File: config.mk
export PLATFORM = sky130hd
export DESIGN_NAME = rr_sched
export DESIGN_NICKNAME = d
export VERILOG_FILES = /design/src/rtl/rr_sched.sv
export SDC_FILE = /design/constraint.sdc
export NUM_CORES = 1
export LEC_CHECK = 0
export CAP_MARGIN = 0
export CORE_UTILIZATION = 25
export DETAILED_ROUTE_END_ITERATION = 10
export SLEW_MARGIN = 20
export SYNTH_ARGS = -nofsm -noshare
export SYNTH_HDL_FRONTEND = slang
export SYNTH_SLANG_ARGS = --single-unit
File: constraint.sdc
create_clock -name clk -period 3.8 [get_ports clk]
set_clock_uncertainty 0.1 [all_clocks]
set_input_delay 0.76 -clock clk [delete_from_list [all_inputs] [get_ports clk]]
set_output_delay 0.76 -clock clk [all_outputs]
set_load 0.01 [all_outputs]
File: src/rtl/rr_sched.sv
// rr_sched: round-robin scheduler granting locked, multi-cycle ownership of a shared resource.
// Define RR_SCHED_TIMEOUT_EN to force release of a grant held for TIMEOUT_CYC cycles.
module rr_sched #(
  parameter int N           = 4,
  parameter int TIMEOUT_CYC = 256
) (
  input  logic                 clk,
  input  logic                 arst_n,
  input  logic [N-1:0]         i_req,
  input  logic                 i_done,
  output logic                 o_gnt_vld,
  output logic [$clog2(N)-1:0] o_gnt_enc,
  output logic [N-1:0]         o_gnt,
  output logic                 o_timeout
);

  localparam int W = $clog2(N);

  typedef enum logic [0:0] {
    IDLE = 1'b0,
    BUSY = 1'b1
  } state_t;

  state_t         state_r, state_s;
  logic [W-1:0]   ptr_r, ptr_s;
  logic [W-1:0]   enc_r, enc_s;
  logic           vld_r, vld_s;
  logic [N-1:0]   gnt_r, gnt_s;
  logic           release_s;
  logic           found_s;
  logic [W-1:0]   pick_s;
  logic           timeout_s;

  // Scan last+1, last+2, ... wrapping mod N; 'last' itself is checked last (lowest priority).
  function automatic logic [W:0] rr_pick(input logic [N-1:0] req, input logic [W-1:0] last);
    logic [W:0]   res;
    logic [W-1:0] idx_w;
    int           idx;
    res = {1'b0, {W{1'b0}}};
    for (int i = N; i >= 1; i--) begin
      idx = int'(last) + i;
      if (idx >= N) begin
        idx = idx - N;
      end else begin
        idx = idx;
      end
      idx_w = W'(idx);
      if (req[idx_w]) begin
        res = {1'b1, idx_w};
      end else begin
        res = res;
      end
    end
    return res;
  endfunction

`ifdef RR_SCHED_TIMEOUT_EN
  localparam int CW = $clog2(TIMEOUT_CYC + 1);
  logic [CW-1:0] cnt_r;

  assign timeout_s = (state_r == BUSY) && (cnt_r == CW'(TIMEOUT_CYC));

  // Hold-time counter: zero on every new grant, counts BUSY cycles otherwise.
  always_ff @(posedge clk or negedge arst_n) begin
    if (!arst_n) begin
      cnt_r <= {CW{1'b0}};
    end else if ((state_s == BUSY) && ((state_r == IDLE) || release_s)) begin
      cnt_r <= {CW{1'b0}};
    end else if (state_r == BUSY) begin
      cnt_r <= cnt_r + CW'(1);
    end else begin
      cnt_r <= {CW{1'b0}};
    end
  end
`else
  assign timeout_s = 1'b0;
`endif

  // Next-state: arbitrate from ptr when idle, from the releasing owner on handoff.
  always_comb begin
    state_s   = state_r;
    ptr_s     = ptr_r;
    enc_s     = enc_r;
    vld_s     = vld_r;
    gnt_s     = gnt_r;
    release_s = (state_r == BUSY) && (i_done || timeout_s);
    {found_s, pick_s} = rr_pick(i_req, (state_r == BUSY) ? enc_r : ptr_r);
    case (state_r)
      IDLE: begin
        if (found_s) begin
          state_s = BUSY;
          enc_s   = pick_s;
          vld_s   = 1'b1;
          gnt_s   = {{(N-1){1'b0}}, 1'b1} << pick_s;
        end else begin
          state_s = IDLE;
        end
      end
      BUSY: begin
        if (release_s) begin
          ptr_s = enc_r;
          if (found_s) begin
            state_s = BUSY;
            enc_s   = pick_s;
            vld_s   = 1'b1;
            gnt_s   = {{(N-1){1'b0}}, 1'b1} << pick_s;
          end else begin
            state_s = IDLE;
            vld_s   = 1'b0;
            gnt_s   = {N{1'b0}};
          end
        end else begin
          state_s = BUSY;
        end
      end
      default: begin
        state_s = IDLE;
        ptr_s   = W'(N - 1);
        enc_s   = {W{1'b0}};
        vld_s   = 1'b0;
        gnt_s   = {N{1'b0}};
      end
    endcase
  end

  // State and registered outputs.
  always_ff @(posedge clk or negedge arst_n) begin
    if (!arst_n) begin
      state_r <= IDLE;
      ptr_r   <= W'(N - 1);
      enc_r   <= {W{1'b0}};
      vld_r   <= 1'b0;
      gnt_r   <= {N{1'b0}};
    end else begin
      state_r <= state_s;
      ptr_r   <= ptr_s;
      enc_r   <= enc_s;
      vld_r   <= vld_s;
      gnt_r   <= gnt_s;
    end
  end

  assign o_gnt_vld = vld_r;
  assign o_gnt_enc = enc_r;
  assign o_gnt     = gnt_r;
  assign o_timeout = timeout_s;

endmodule
After elaboration in Yosys (flattened, before gate mapping)

Index checks and enable logic that the tools add are counted.

Input bits: 7
Logic and storage cells: 58
Output and inout port bits: 8
Flip-flop bits (word level): 10

Shift operators: 1
Eq/ne operators: 2
Reductions and logical operators: 3
Multiplexer cells: 30
Add/subtract/negate cells: 8
Magnitude comparators: 8
Bitwise gates (word level): 1

Operator list:

| kind                                                               | count |
|---|---|
| two-way mux 2 bit                                                  | 7 |
| < comparator 2 x 3 -> 1 bit (second input constant)                | 4 |
| two-way mux 3 bit                                                  | 4 |
| two-way mux 4 bit                                                  | 3 |
| greater-or-equal comparator 3 bit (second input constant)          | 3 |
| binary-select mux 1 bit (select 2 bit)                             | 4 |
| two-way mux 1 bit                                                  | 8 |
| one-hot mux 4 bit (2 select lines)                                 | 1 |
| subtractor 2 x 1 -> 2 bit (second input constant)                  | 4 |
| adder 2 x 2 -> 3 bit (second input constant)                       | 2 |
| adder 2 x 3 -> 4 bit (second input constant)                       | 1 |
| greater-or-equal comparator 4 x 3 -> 1 bit (second input constant) | 1 |
| one-hot mux 1 bit (2 select lines)                                 | 2 |
| one-hot mux 2 bit (2 select lines)                                 | 1 |
| AND reduction 2 bit                                                | 2 |
| << shifter 1 x 2 -> 4 bit (first input constant)                   | 1 |
| adder 2 x 1 -> 3 bit (second input constant)                       | 1 |
| inequality test 2 x 1 -> 1 bit (second input constant)             | 1 |
| inequality test 2 bit (second input constant)                      | 1 |
| logical AND 1 bit                                                  | 1 |
| NOT 1 bit                                                          | 1 |

Logic depth before layout (Yosys ltp)

Gate-level depths: netlist (run 1).

Depth in word-level cells: 14
Mapped depth: 6
Mapped depth without buffers: 5

Least setup slack after synthesis (run 1)

No wires, ideal clock.

Path kind: input to register
From: in i_req[1]
To: reg gnt_r[0], in the netlist o_gnt[0]
Arrival time: 1609 ps
Required time: 3571 ps
Path slack: 1963 ps
Cell stages on the path: 4
Buffers on the path: 0
Path through: or4_4 > and2_4 > o2111ai_2 > a21oi_1

Word-level cells in the longest chain between the ends: 10
Elaborated cells between the ends (all ways): 19
Classes of those cells: eq/ne (1); shift (1); mux (16); reduce/logical (1)

Ends and longest elaborated chain:

| element                                 | line    | source |
|---|---|---|
| from (decl)                             | 9       | `input logic [N-1:0] i_req,` |
| binary-select mux 1 bit (select 2 bit)  | 48      | `if (req[idx_w]) begin` |
| two-way mux 1 bit (not written as such) | 48      |  |
| two-way mux 3 bit (3 in series)         | 48      |  |
| two-way mux 3 bit *                     | 48      |  |
| << shifter 1 x 2 -> 4 bit               | 94, 106 |  |
| two-way mux 4 bit                       | 102     | `if (found_s) begin` |
| two-way mux 4 bit                       | 100     | `if (release_s) begin` |
| one-hot mux 4 bit (2 select lines)      | 88      | `case (state_r)` |
| to (signal assigned)                    | 133     | `gnt_r <= {N{1'b0}};` |
| to (signal assigned)                    | 139     | `gnt_r <= gnt_s;` |
| to (decl)                               | 28      | `logic [N-1:0] gnt_r, gnt_s;` |

Every way passes the cells marked *; elsewhere a longest branch is shown, timed or not. The select of a mux whose other input is x is not followed.
A chain may end at the register's enable or synchronous reset.

Worst setup path in the final report (run 1)

From: in i_req[3]
To: reg gnt_r[2], in the netlist o_gnt[2]

Same word-level chain as after synthesis.

==> flow_summary_export.csv, run 1 <==
group,metric,value,unit
clock_tree,cts_buffers,3,
clock_tree,cts_hold_buf,0,
power_and_ir_drop,power.density,447,nW/um2
power_and_ir_drop,seq_power_share,41.4,%
global_route,antenna_found_initial,0,
floorplan,core,2300,um2
timing,fin_crit_sh,60.4,%
clock_tree,cts_resized,0,
clock_tree,path_clk_slew,60,ps
timing,period_needed,2290,ps
synthesis,synth_top_cell_area_share,31.9,%
place,post-place-ws,1270,ps
drt,dr.pass1.iters,4,
synthesis,synthCells,69,
synthesis,synth_edf_count,0,
synthesis,syn_nets,76,
setup_path,cp.required,3850,ps
timing,rsz0062_at_grt,"no",
synthesis,synth_ff_type,"dfrtp_1",
setup_path,rrSetupSlack,1980,ps
floorplan,dieArea,2710,um2
drt,routed_wl,1320,um
clock_tree,insertion_delay,260,ps
global_route,grtUsageTotal,11.0,%
timing,max_freq,436,MHz
finish,finish.utilization,35.4,%
drt,detail_route.wl_per_cell,11.7,um
global_route,use_met2,16.9,%
power_and_ir_drop,p_int,0.000254,W
setup_path,endpoint_kind,"flop",
place,dp_hpwl,1040,um
global_route,use_met3,1.75,%
power_and_ir_drop,netSwitchingFraction,30.1,%
finish,nNetsFinal,92,
synthesis,synth.avg_cell_area,9.08,um2
timing,finalSetupViolCount,0,
clock_tree,cts-htree-levels,1,
finish,diodes,0,
timing,tns,0,ps
synthesis,synth.area.top_cells,"dfrtp_1 32%, dfstp_2 8.4%, nand2_1 6.0%, o21ai_0 5.6%, a21oi_1 4.8%",
worst_hold_path,min_path_cells,2,
global_route,grt_max_degree,12,
setup_path,crit_path_max_fanout,9,
finish,drive_gt1_share,16.7,%
power_and_ir_drop,p_leak,0.329,nW
global_route,grt_pass1_wl,2220,um
drt,vias_per_cell,4.91,
synthesis,ys_ff_latch,10,
timing,timing.final.ws_setup,1510,ps
global_route,overflow,0,
synthesis,synthDistinctLibCells,33,
drt,ant_nets,0,
job,maxCapViolCount,0,
power_and_ir_drop,power.switching,0.000109,W
synthesis,yosysTopAreaCell,"dfrtp_1",
global_route,grt_pass1_vias,509,
floorplan,die_w,52.1,um
place,gp_congestion,0.903,
clock_tree,clockBufferDepth,2,
drt,drc,0,
setup_path,arrival,2340,ps
floorplan,io_pins,15,
clock_tree,root_buffer,"clkbuf_4",
power_and_ir_drop,pwr-share-comb,33.4,%
power_and_ir_drop,worst_ir_drop_vdd,0.000241,V
place,io_buffers,13,
global_route,grt-busiest-layer,"met2",
floorplan,die_h,52.1,um
status,status,"complete, no violations",
finish,layout_commonest_cell,"clkdlybuf4s50_1",
timing,whs,404,ps
setup_path,cp-start-kind,"primary input",
synthesis,async_flop_share,100,%
drt,drtIter0Drc,10,
synthesis,syn_area,627,um2
worst_hold_path,hp-class,"reg -> reg",
finish,syn2layout_area_growth,29.7,%
setup_path,critPathKind,"in -> reg",
finish,layout_common_cells,"13 x clkdlybuf4s50_1, 10 x nand2_1, 8 x dfrtp_1",
clock_tree,clock_sinks,10,
power_and_ir_drop,pwr-share-clk,25.2,%
global_route,use_met1,15.4,%
synthesis,synth.yosys.seq_area_share,40.3,%
setup_path,r2r_cells,5,
timing,hold_viol,0,
floorplan,core.rowCount,17,
drt,vias,550,
clock_tree,post_cts_buffers,0,
floorplan,floorplan.initialDensity,27.3,%
synthesis,ys_warn_count,0,
timing,finalMaxSlewViolations,0,
clock_tree,cts_tree,"yes",
synthesized netlist by cell type, types with 2 or more instances:
library cell,number
o21a_1,2
o21ai_0,7
inv_1,3
nor2_1,3
a21oi_1,6
nand2b_1,2
buf_4,2
dfrtp_1,8
dfstp_2,2
mux2_2,2
nand2_1,10
power by group through the flow:
stage	logic, W	clock network, W	registers [W]
final	0.000121	0.0000916	0.000150
after global routing	0.000133	0.000103	0.000155
after CTS	0.000122	0.0000964	0.000150
after detailed placement	0.000121	0	0.000152
after global placement	0.000121	0	0.000153
after floorplan	0.0000641	0	0.000154
cell type report:
class	count	area, um2
fill	236	1480
multi-input combinational	54	348
sequential	10	253
timing repair buffer	13	130
clock buffer	4	36.3
tap	28	35.0
inverter	3	11.3
logic make-up (layout without fill, tap and decap cells):
family | count (synthesis) | count (layout) | synth area share, %
buffers and inverters | 5 | 20 | 4.19
other | 1 | 1 | 0.598
muxes | 3 | 3 | 5.19
and+or+nand+nor | 25 | 25 | 21.8
DFF | 10 | 10 | 40.3
AOI/OAI and AO/OA | 25 | 25 | 27.9
metrics by stage:
step	cells	cell area (um2)	power (W)
final	112	813	0.000363
after global routing	112	813	0.000391
after CTS	112	813	0.000369
after detailed placement	108	777	0.000273
after global placement	108	777	0.000274
after floorplan	69	627	0.000218
layer usage:
| metal | vias up | routed length, um | part of all wire [%] |
|---|---|---|---|
| met5 | - | 0 | 0 |
| met4 | 0 | 0 | 0 |
| met3 | 0 | 55 | 4.2 |
| met2 | 13 | 573 | 44 |
| met1 | 257 | 686 | 52 |
| li1 | 280 | - | - |
worst max-delay path, stage by stage:
cell	delay, ps
clkdlybuf4s50_1	620
and2b_1	220
o32a_1	210
a221oi_2	230
nor2_1	100
a22o_1	210
sequential cells by signal, indices dropped and copies added, names as in the netlist:
name and count:
o_gnt 4, o_gnt_vld 1, o_gnt_enc 2, ptr_r 2, state_r 1
path summary, 6_finish.rpt:
check / from / endpoint
max: i_req[3] / o_gnt[2]$_DFFE_PN0P_
min: ptr_r[1]$_DFFE_PN1P_ / ptr_r[1]$_DFFE_PN1P_
max reg2reg: state_r$_DFF_PN0_ / o_gnt[2]$_DFFE_PN0P_
min reg2reg: ptr_r[1]$_DFFE_PN1P_ / ptr_r[1]$_DFFE_PN1P_
max in group asynchronous: arst_n / ptr_r[0]$_DFFE_PN1P_
min in group asynchronous: arst_n / o_gnt_enc[1]$_DFFE_PN0P_
No activity file was read; power rests on OpenSTA's default activity.
==> run 2, diff against run 1 <==
- clock period: 3.8 -> 2.14 ns (I/O delays scaled with it)
==> flow_summary_export.csv, run 2 (same netlist as run 1, synthesis figures left out) <==
group,metric,value,unit
timing,finalMaxSlewViolations,0,
place,dp_hpwl,1120,um
global_route,antenna_found_initial,0,
finish,diodes,0,
job,maxCapViolCount,0,
timing,max_freq,525,MHz
finish,largest_register_ffs,4,
clock_tree,cts_hold_buf,0,
global_route,grt_pass1_wl,2400,um
place,io_buffers,13,
timing,fin_crit_sh,89.0,%
place,gp_congestion,0.899,
drt,routed_wl,1420,um
drt,vias,550,
worst_hold_path,hp-class,"in -> async",
clock_tree,clockBufferDepth,2,
power_and_ir_drop,power.density,791,nW/um2
finish,layout_commonest_cell,"clkdlybuf4s50_1",
timing,whs,369,ps
setup_path,endpoint_kind,"flop",
power_and_ir_drop,worst_ir_drop_vdd,0.000356,V
clock_tree,cts_resized,0,
status,status,"complete, no violations",
timing,rsz0062_at_grt,"no",
setup_path,cp-start-kind,"primary input",
clock_tree,cts-htree-levels,1,
floorplan,core.rowCount,17,
drt,drc,0,
finish,drive_gt1_share,18.6,%
global_route,overflow,0,
floorplan,die_h,52.1,um
timing,hold_viol,0,
setup_path,arrival,1960,ps
finish,final_area,828,um2
timing,finalSetupViolCount,0,
drt,vias_per_cell,4.82,
finish,nNetsFinal,94,
finish,syn2layout_area_growth,32.1,%
drt,detail_route.wl_per_cell,12.5,um
clock_tree,cts_tree,"yes",
timing,period_needed,1900,ps
timing,tns,0,ps
clock_tree,insertion_delay,270,ps
clock_tree,path_clk_slew,60,ps
floorplan,core,2300,um2
clock_tree,cts_buffers,3,
floorplan,die_w,52.1,um
clock_tree,post_cts_buffers,0,
setup_path,critPathKind,"in -> reg",
setup_path,r2r_cells,5,
place,place_area,792,um2
floorplan,floorplan.initialDensity,27.3,%
clock_tree,clock_sinks,10,
drt,ant_nets,0,
global_route,grtUsageTotal,12.2,%
floorplan,dieArea,2710,um2
finish,layout_common_cells,"13 x clkdlybuf4s50_1, 10 x nand2_1, 8 x dfrtp_1",
global_route,grt_pass1_vias,566,
floorplan,io_pins,15,
setup_path,cp.required,2200,ps
finish,filler_cell_count,249,
power_and_ir_drop,p_leak,0.339,nW
setup_path,crit_path_max_fanout,9,
global_route,grt_max_degree,12,
drt,drtIter0Drc,5,
drt,dr.pass1.iters,4,
clock_tree,root_buffer,"clkbuf_4",
## run 2: cell types whose count changed in the layout (fill, tap and decap cells not counted)
| cell | previous run | this run |
|---|---|---|
| buf_4 | 0 | 2 |
## run 2: per-layer routing
layer / vias to the layer above / wire length [um] / part of all wire [%] / global-route usage [%]
met4: 0 / 40 / 2.8 / 9.46
met2: 12 / 613 / 43 / 18.6
met1: 255 / 698 / 49 / 14.8
met3: 5 / 68 / 4.8 / 2.63
met5: - / 0 / 0 / 0
li1: 278 / - / - / -
## run 2: cell type report
| class | instances | area, um2 | share of cell area [%] |
|---|---|---|---|
| multi-input combinational | 54 | 348 | 42.0 |
| sequential | 10 | 253 | 30.5 |
| timing repair buffer | 15 | 145 | 17.5 |
| clock buffer | 4 | 36.3 | 4.38 |
| tap | 28 | 35.0 | 4.23 |
| inverter | 3 | 11.3 | 1.36 |
## run 2: path summary, 6_finish.rpt
path | startpoint | to | slack, ps
max | i_req[3] | o_gnt[2]$_DFFE_PN0P_ | 240
min | arst_n | o_gnt_vld$_DFFE_PN0P_ | 370
max reg2reg | state_r$_DFF_PN0_ | o_gnt[2]$_DFFE_PN0P_ | 300
min reg2reg | ptr_r[1]$_DFFE_PN1P_ | ptr_r[1]$_DFFE_PN1P_ | 410
max in group asynchronous | arst_n | ptr_r[0]$_DFFE_PN1P_ | 1240
min in group clk | ptr_r[1]$_DFFE_PN1P_ | ptr_r[1]$_DFFE_PN1P_ | 410
## run 2: power breakdown
part	internal, W	switching (W)
Clock	0.000103	0.0000646
Combinational	0.000118	0.000100
Sequential	0.000232	0.0000372
## run 2: metrics by stage
step                      total power (W)  cells  utilization [%]  setup WS (ps)
after global placement           0.000488    110             34.5           13.5
after global routing             0.000701    114             36.1            156
after floorplan                  0.000387     69                -            586
after CTS                        0.000661    114             36.1            257
final                            0.000655    114             36.1            236
after detailed placement         0.000491    110             34.5          -28.1
## run 2: critical path, cell delays in order
cell	delay, ps
clkdlybuf4s50_1	620
and2b_1	220
o32a_1	200
a221oi_2	220
nor2_1	80
a22o_1	200
